## config.mk

```make
export PLATFORM = sky130hd
export DESIGN_NAME = pc_fetch_ctrl
export DESIGN_NICKNAME = d
export VERILOG_FILES = /design/src/rtl/pc_fetch_ctrl.sv
export SDC_FILE = /design/constraint.sdc
export NUM_CORES = 1
export LEC_CHECK = 0
export BUFFER_PORTS_ARGS = -buffer_cell sky130_fd_sc_hd__buf_2
export CAP_MARGIN = 20
export CELL_PAD_IN_SITES_DETAIL_PLACEMENT = 1
export CELL_PAD_IN_SITES_GLOBAL_PLACEMENT = 2
export CORE_MARGIN = 1.5
export CORE_UTILIZATION = 34
export CTS_BUF_LIST = sky130_fd_sc_hd__clkbuf_4 sky130_fd_sc_hd__clkbuf_8
export CTS_CLUSTER_SIZE = 14
export DETAILED_ROUTE_END_ITERATION = 7
export GPL_TIMING_DRIVEN = 0
export PLACE_DENSITY = 0.95
export SLEW_MARGIN = 20
export SYNTH_ARGS = -nofsm -noshare
export SYNTH_HDL_FRONTEND = slang
export SYNTH_SLANG_ARGS = --single-unit
```

## constraint.sdc

```tcl
create_clock -name clk -period 3.2 [get_ports clk]
set_clock_uncertainty 0.1 [all_clocks]
set_input_delay 0.32 -clock clk [delete_from_list [all_inputs] [get_ports clk]]
set_output_delay 0.32 -clock clk [all_outputs]
set_load 0.005 [all_outputs]
```

## src/rtl/pc_fetch_ctrl.sv

```systemverilog
// PC and fetch-control stage feeding the instruction ROM address/CE.
// Optional: define FETCH_ALIGN_CHECK_EN to flag misaligned redirects.
module pc_fetch_ctrl #(
  parameter logic [31:0] RESET_PC = 32'h0000_0000,
  parameter int          STALL_W  = 6
) (
  input  logic               clk,
  input  logic               rst,
  input  logic [STALL_W-1:0] stall,
  input  logic               flush,
  input  logic [31:0]        new_pc,
  input  logic               branch_flag_i,
  input  logic [31:0]        branch_target_address_i,
  output logic [31:0]        pc_o,
  output logic               ce_o,
  output logic [31:0]        fetch_cnt_o,
  output logic               fetch_adel_o
);

  typedef enum logic [1:0] {
    HOLD,
    RUN,
    STALLED
  } state_t;

  state_t      state_q, state_d;
  logic [31:0] pc_q, pc_d;
  logic        ce_q, ce_d;
  logic [31:0] cnt_q, cnt_d;
  logic        pend_q, pend_d;
  logic [31:0] ptgt_q, ptgt_d;
  logic        redir;
  logic [31:0] raddr;
  logic        stall_pc;

  // Only the PC-stage bit of the stall vector matters here.
  logic unused_stall;
  assign unused_stall = ^stall;
  assign stall_pc     = stall[0];

`ifdef FETCH_ALIGN_CHECK_EN
  logic adel_q, adel_d;
`endif

  // Next-state: redirect priority flush > stall > pending > branch > +4.
  always_comb begin
    state_d = state_q;
    pc_d    = pc_q;
    ce_d    = ce_q;
    cnt_d   = cnt_q;
    pend_d  = pend_q;
    ptgt_d  = ptgt_q;
    redir   = 1'b0;
    raddr   = pc_q;
`ifdef FETCH_ALIGN_CHECK_EN
    adel_d  = adel_q;
`endif

    if (ce_q && !stall_pc) begin
      cnt_d = cnt_q + 32'd1;
    end

    unique case (state_q)
      HOLD: begin
        state_d = RUN;
        ce_d    = 1'b1;
      end
      RUN, STALLED: begin
        if (flush) begin
          state_d = RUN;
          pend_d  = 1'b0;
          redir   = 1'b1;
          raddr   = new_pc;
          ce_d    = 1'b1;
`ifdef FETCH_ALIGN_CHECK_EN
          adel_d  = 1'b0;
        end else if (adel_q) begin
          // Faulted fetch stays parked until a flush.
          state_d = stall_pc ? STALLED : RUN;
`endif
        end else if (stall_pc) begin
          state_d = STALLED;
          if (branch_flag_i) begin
            pend_d = 1'b1;
            ptgt_d = branch_target_address_i;
          end
        end else begin
          state_d = RUN;
          if (pend_q) begin
            pend_d = 1'b0;
            redir  = 1'b1;
            raddr  = ptgt_q;
          end else if (branch_flag_i) begin
            redir = 1'b1;
            raddr = branch_target_address_i;
          end else begin
            pc_d = pc_q + 32'd4;
          end
        end
      end
      default: begin
        state_d = HOLD;
      end
    endcase

    if (redir) begin
`ifdef FETCH_ALIGN_CHECK_EN
      pc_d   = raddr;
      adel_d = |raddr[1:0];
      ce_d   = ~|raddr[1:0];
`else
      pc_d   = {raddr[31:2], 2'b00};
`endif
    end
  end

  // State and output registers with synchronous reset.
  always_ff @(posedge clk) begin
    if (rst) begin
      state_q <= HOLD;
      pc_q    <= RESET_PC;
      ce_q    <= 1'b0;
      cnt_q   <= 32'd0;
      pend_q  <= 1'b0;
      ptgt_q  <= 32'd0;
`ifdef FETCH_ALIGN_CHECK_EN
      adel_q  <= 1'b0;
`endif
    end else begin
      state_q <= state_d;
      pc_q    <= pc_d;
      ce_q    <= ce_d;
      cnt_q   <= cnt_d;
      pend_q  <= pend_d;
      ptgt_q  <= ptgt_d;
`ifdef FETCH_ALIGN_CHECK_EN
      adel_q  <= adel_d;
`endif
    end
  end

  assign pc_o        = pc_q;
  assign ce_o        = ce_q;
  assign fetch_cnt_o = cnt_q;
`ifdef FETCH_ALIGN_CHECK_EN
  assign fetch_adel_o = adel_q;
`else
  assign fetch_adel_o = 1'b0;
`endif

endmodule
```

=== Word-level counts from Yosys, hierarchy flattened ===
Index checks and enable logic that the tools add are counted.

* $add $sub $neg: 2
* Eq/ne operators: 9
* Mux-type cells: 24
* Bitwise operators: 4
* Reductions and logical operators: 11

{| class="wikitable"
|+ Operators with widths
! kind !! number
|-
| two-way mux 32 bit || 11
|-
| adder 32 x 1 -> 32 bit (second input constant) || 1
|-
| adder 32 x 3 -> 32 bit (second input constant) || 1
|-
| two-way mux 1 bit || 9
|-
| inequality test 2 x 1 -> 1 bit (second input constant) || 4
|-
| AND reduction 6 bit || 1
|-
| AND reduction 5 bit || 1
|-
| two-way mux 2 bit || 2
|-
| inequality test 4 bit (second input constant) || 1
|-
| NOT 1 bit || 4
|-
| one-hot mux 2 bit (2 select lines) || 1
|-
| AND reduction 2 bit || 2
|-
| AND reduction 4 bit || 1
|-
| OR reduction 2 bit || 2
|-
| inequality test 3 x 1 -> 1 bit (second input constant) || 1
|-
| equality test 2 x 1 -> 1 bit (second input constant) || 1
|-
| equality test 2 bit (second input constant) || 1
|-
| zero test 2 bit || 1
|-
| inequality test 2 bit (second input constant) || 1
|-
| one-hot mux 1 bit (2 select lines) || 1
|-
| nonzero test 2 bit || 1
|-
| logical AND 1 bit || 1
|-
| zero test 1 bit || 1
|}

* Register bits: 100
* Bits of input ports: 74
* Output and inout port bits: 66
* Logic and storage cells: 57

=== Depth between registers and ports, before layout ===
* Depth in word-level cells: 7
* Mapped depth: 10
* Gate-level depth less buffers: 7

=== Least setup slack after synthesis ===
No wires, ideal clock.

* Path kind: register -> register
* Start: reg state_q[0]
* End: reg pc_q[18], in the netlist pc_o[18]
* Setup time: 0.086 ns
* Arrival time: 1.739 ns
* Data required time: 3.014 ns
* Setup slack: 1.275 ns
* Cell stages (with the launch flop): 10
* Path buffers: 2
* Clock period less this slack: 1.925 ns
* Path through: dfxtp_1 inv_1 ha_1 buf_4 nor2b_1 nand2_1 buf_2 o211ai_1 o21ai_1 a211oi_1

* Longest elaborated chain between the ends: 5
* Elaborated cells on any way between the ends: 10
* Those cells by class: eq/ne (6); mux (2); reduce/logical (2)

{| class="wikitable"
|+ RTL lines
! item !! RTL line !! source
|-
| start, declared || 26 || <nowiki>state_t state_q, state_d;</nowiki>
|-
| start signal, assigned || 130 || <nowiki>state_q <= state_d;</nowiki>
|-
| equality test 2 x 1 -> 1 bit or equality test 2 bit (tied branches) || 63 || <nowiki>unique case (state_q)</nowiki>
|-
| OR reduction 2 bit (*) || 63 ||
|-
| two-way mux 1 bit || 63 ||
|-
| inequality test 4 bit (no source line) or inequality test 2 x 1 -> 1 bit (tied branches) || -- ||
|-
| AND reduction 6 bit (no source line) || -- ||
|-
| end signal, assigned || 131 || <nowiki>pc_q <= pc_d;</nowiki>
|-
| end, declared || 27 || <nowiki>logic [31:0] pc_q, pc_d;</nowiki>
|}

Mark *: on every way between the ends. The rest lies on a longest branch, timed or not.
A chain may end at the register's enable or synchronous reset.

=== Final worst setup path ===
* Start: reg state_q[0]
* End: reg pc_q[4], in the netlist pc_o[4]

Same word-level chain as after synthesis.

==> flow_metrics.py <==
metrics = {
    "route": {
        "highest_layer": "met5",
        "viasPerCell": 5.580,
        "drtIter0Drc": 248,
        "wl_met1_um": 8238,
        "dr_wl_met3_um": 1211,
        "met2_length_um": 9230,
        "drc": 0,
        "drtPass1Iterations": 6,
        "routedWlPerCell_um": 19.56,
        "postRouteAntennaNets": 0,
        "wl_um": 19170,
        "vias": 5468,
    },
    "setup_path": {
        "max_stage_delay_ps": 510,
        "cp-start-kind": "register",
        "worstPathArrival_ps": 2730,
        "cp_cell_sequence": "inv_1 > ha_1 > buf_4 > inv_1 > a21oi_1 > buf_2 > clkbuf_1 > o21ai_0 > a21oi_1",
        "crit_fanout": 10,
        "critPathBufInv": 5,
        "criticalPathCategory": "reg -> reg",
        "end_kind": "register",
        "critPathSlowestCell": "clkbuf_1",
        "worstPathRequired_ps": 3420,
        "cp_top_family": "buffers and inverters",
    },
    "synth": {
        "synth_ff_type": "dfxtp_1",
        "synth_cell_type_count": 67,
        "ys_top_cells_by_area": "dfxtp_1 36%, nand2_1 7.3%, a21oi_1 5.6%",
        "synth_area_um2": 5274,
        "netlist_instances": 648,
        "synth_top_cell_by_area": "dfxtp_1",
        "syn_avg_cell_area_um2": 8.139,
        "netlist.area_leader.share_pct": 36.44,
        "yosys.cell_count.top_type": "nand2_1",
        "synth_seq_cells": 96,
        "synthArstFlopShare_pct": 0,
        "seq_area_frac_synth_pct": 36.44,
        "yosys_warnings": 0,
        "synth_edf_count": 0,
        "synth_common_cells": "103 x nand2_1, 96 x dfxtp_1, 60 x nor2_1",
    },
    "clock_tree": {
        "cts_buffers": 9,
        "clk_path_buf_depth": 2,
        "clock_latency_ps": 390,
        "htreeDepth": 3,
        "cts_tree": "done",
        "cts_setup_buffers": 0,
        "cts_resized": 0,
        "hold_buffers": 0,
        "cts_sinks": 96,
        "cts.clk_slew.worst_paths_ps": 100,
        "root_buffer": "clkbuf_8",
    },
    "sta": {
        "tightest_slew_ps": 630.8,
        "relSlewSlack_pct": 57.63,
        "rsz0062_at_grt": "false",
        "setup_violations": 0,
        "fin_crit_ps": 2512,
        "slew_viol_final": 0,
        "finalHoldViolCount": 0,
        "fin_tns_setup_ps": 0,
        "period_share_pct": 78.50,
        "fmax_ghz": 0.3981,
    },
    "cells_and_area": {
        "area_delta_synth_final_pct": 21.38,
        "nets": 865,
        "drive_above_1_share_pct": 25.76,
        "fill_cells": 1909,
        "n_antenna_cell": 0,
    },
    "floorplanning": {
        "chipWidth_um": 127.5,
        "die_h_um": 127.5,
        "die_area_um2": 16270,
        "io_pins": 140,
        "row_count": 45,
        "coreArea_um2": 15200,
        "initial_core_util_pct": 34.69,
    },
    "global_route": {
        "grt_max_degree": 17,
        "grt_pass1_vias": 5555,
        "grt_use_total_pct": 23.86,
        "grt_pass1_wl_um": 29890,
        "antenna_found_initial": 1,
        "grt_overflow": 0,
    },
    "placed_design": {
        "portBuffers": 126,
        "place_hpwl_um": 14710,
        "gp_congestion": 0.8671,
    },
    "hold_path": {
        "hold_path.class": "in -> reg",
    },
    "power": {
        "power_leakage_nw": 2.640,
        "peakVddDrop_mv": 0.2090,
        "powerDensity_nw_per_um2": 439.1,
        "finalPower_mw": 2.811,
    },
    "job": {
        "drv_cap": 0,
    },
    "outcome": {
        "status": "completed",
    },
}
## state kept, by name, summed over array words and instances, names as in the netlist
name / count
ce_o: 1
fetch_cnt_o: 32
pc_o: 30
pend_q: 1
ptgt_q: 30
state_q: 2
## power by group
group	switching, mW	total (mW)	internal, mW
Clock	0.476	1.02	0.545
Combinational	0.283	0.476	0.193
Sequential	0.0701	1.31	1.24
## kinds of logic after synthesis
family,after synthesis,synth area share [%]
compound gates,149,17.94
xor+xnor,32,5.314
fa+ha+maj,4,0.9490
buf+inv,53,4.863
flops,96,36.44
mux,28,5.646
other cells,1,0.07111
simple gates,285,28.78
## path summary, 6_finish.rpt
kind	start	depth (start not counted)	end	slack (ps)
worst min-delay path	branch_target_address_i[20]	3	ptgt_q[20]$_SDFFE_PP0P_	70
worst min register to register	ptgt_q[2]$_SDFFE_PP0P_	2	ptgt_q[2]$_SDFFE_PP0P_	360
worst max-delay path	state_q[0]$_SDFF_PP0_	9	pc_o[4]$_SDFFE_PP0P_	690
worst max register to register	state_q[0]$_SDFF_PP0_	9	pc_o[4]$_SDFFE_PP0P_	690
## through the flow
stage	instance area, um2	util (%)	std cells	hold slack, ps	worst slack [ps]
after global placement	6147	40.44	964	337.7	814.2
after CTS	6401	42.11	980	56.62	673.2
after floorplan	5281	-	650	332.9	1275
final	6401	42.11	980	73.39	687.9
after detailed placement	6147	40.44	964	347.3	743.1
after global routing	6401	42.11	980	58.88	439.1
## layout make-up
class / count / area, um2 / area share (%)
clock buffers: 10 / 137.6 / 2.150
inverters: 10 / 37.54 / 0.5864
multi-input cells: 501 / 3103 / 48.48
plain buffers: 43 / 219.0 / 3.421
clock inverters: 6 / 116.4 / 1.818
flip-flops and latches: 96 / 1922 / 30.02
well taps: 188 / 235.2 / 3.675
repair buffers: 126 / 630.6 / 9.851
## worst register-to-register path, stage by stage, from the launching register on
cell      delay [ps]
dfxtp_1          350
inv_1             50
ha_1             290
buf_4            180
inv_1            110
a21oi_1          210
buf_2            270
clkbuf_1         520
o21ai_0          200
a21oi_1          160
## per-layer routing
layer | global-route usage (%) | vias to the layer above
met5 | 0 | -
met2 | 41.37 | 190
met3 | 5.025 | 30
met1 | 29.66 | 2639
li1 | - | 2607
met4 | 7.286 | 2
## placed cells by master, fill, tap and decap left out, drive strengths merged, types with 10 or more instances in the layout
cell type / instances
clkbuf: 30
nor2: 62
nand4: 19
mux2: 14
and3: 12
inv: 10
buf: 149
o21ai: 26
xor2: 27
mux2i: 14
nand2: 104
nor3: 16
nand3: 32
dfxtp: 96
a21oi: 60
a31oi: 11
Note: power is estimated with default switching activity, not from simulation.
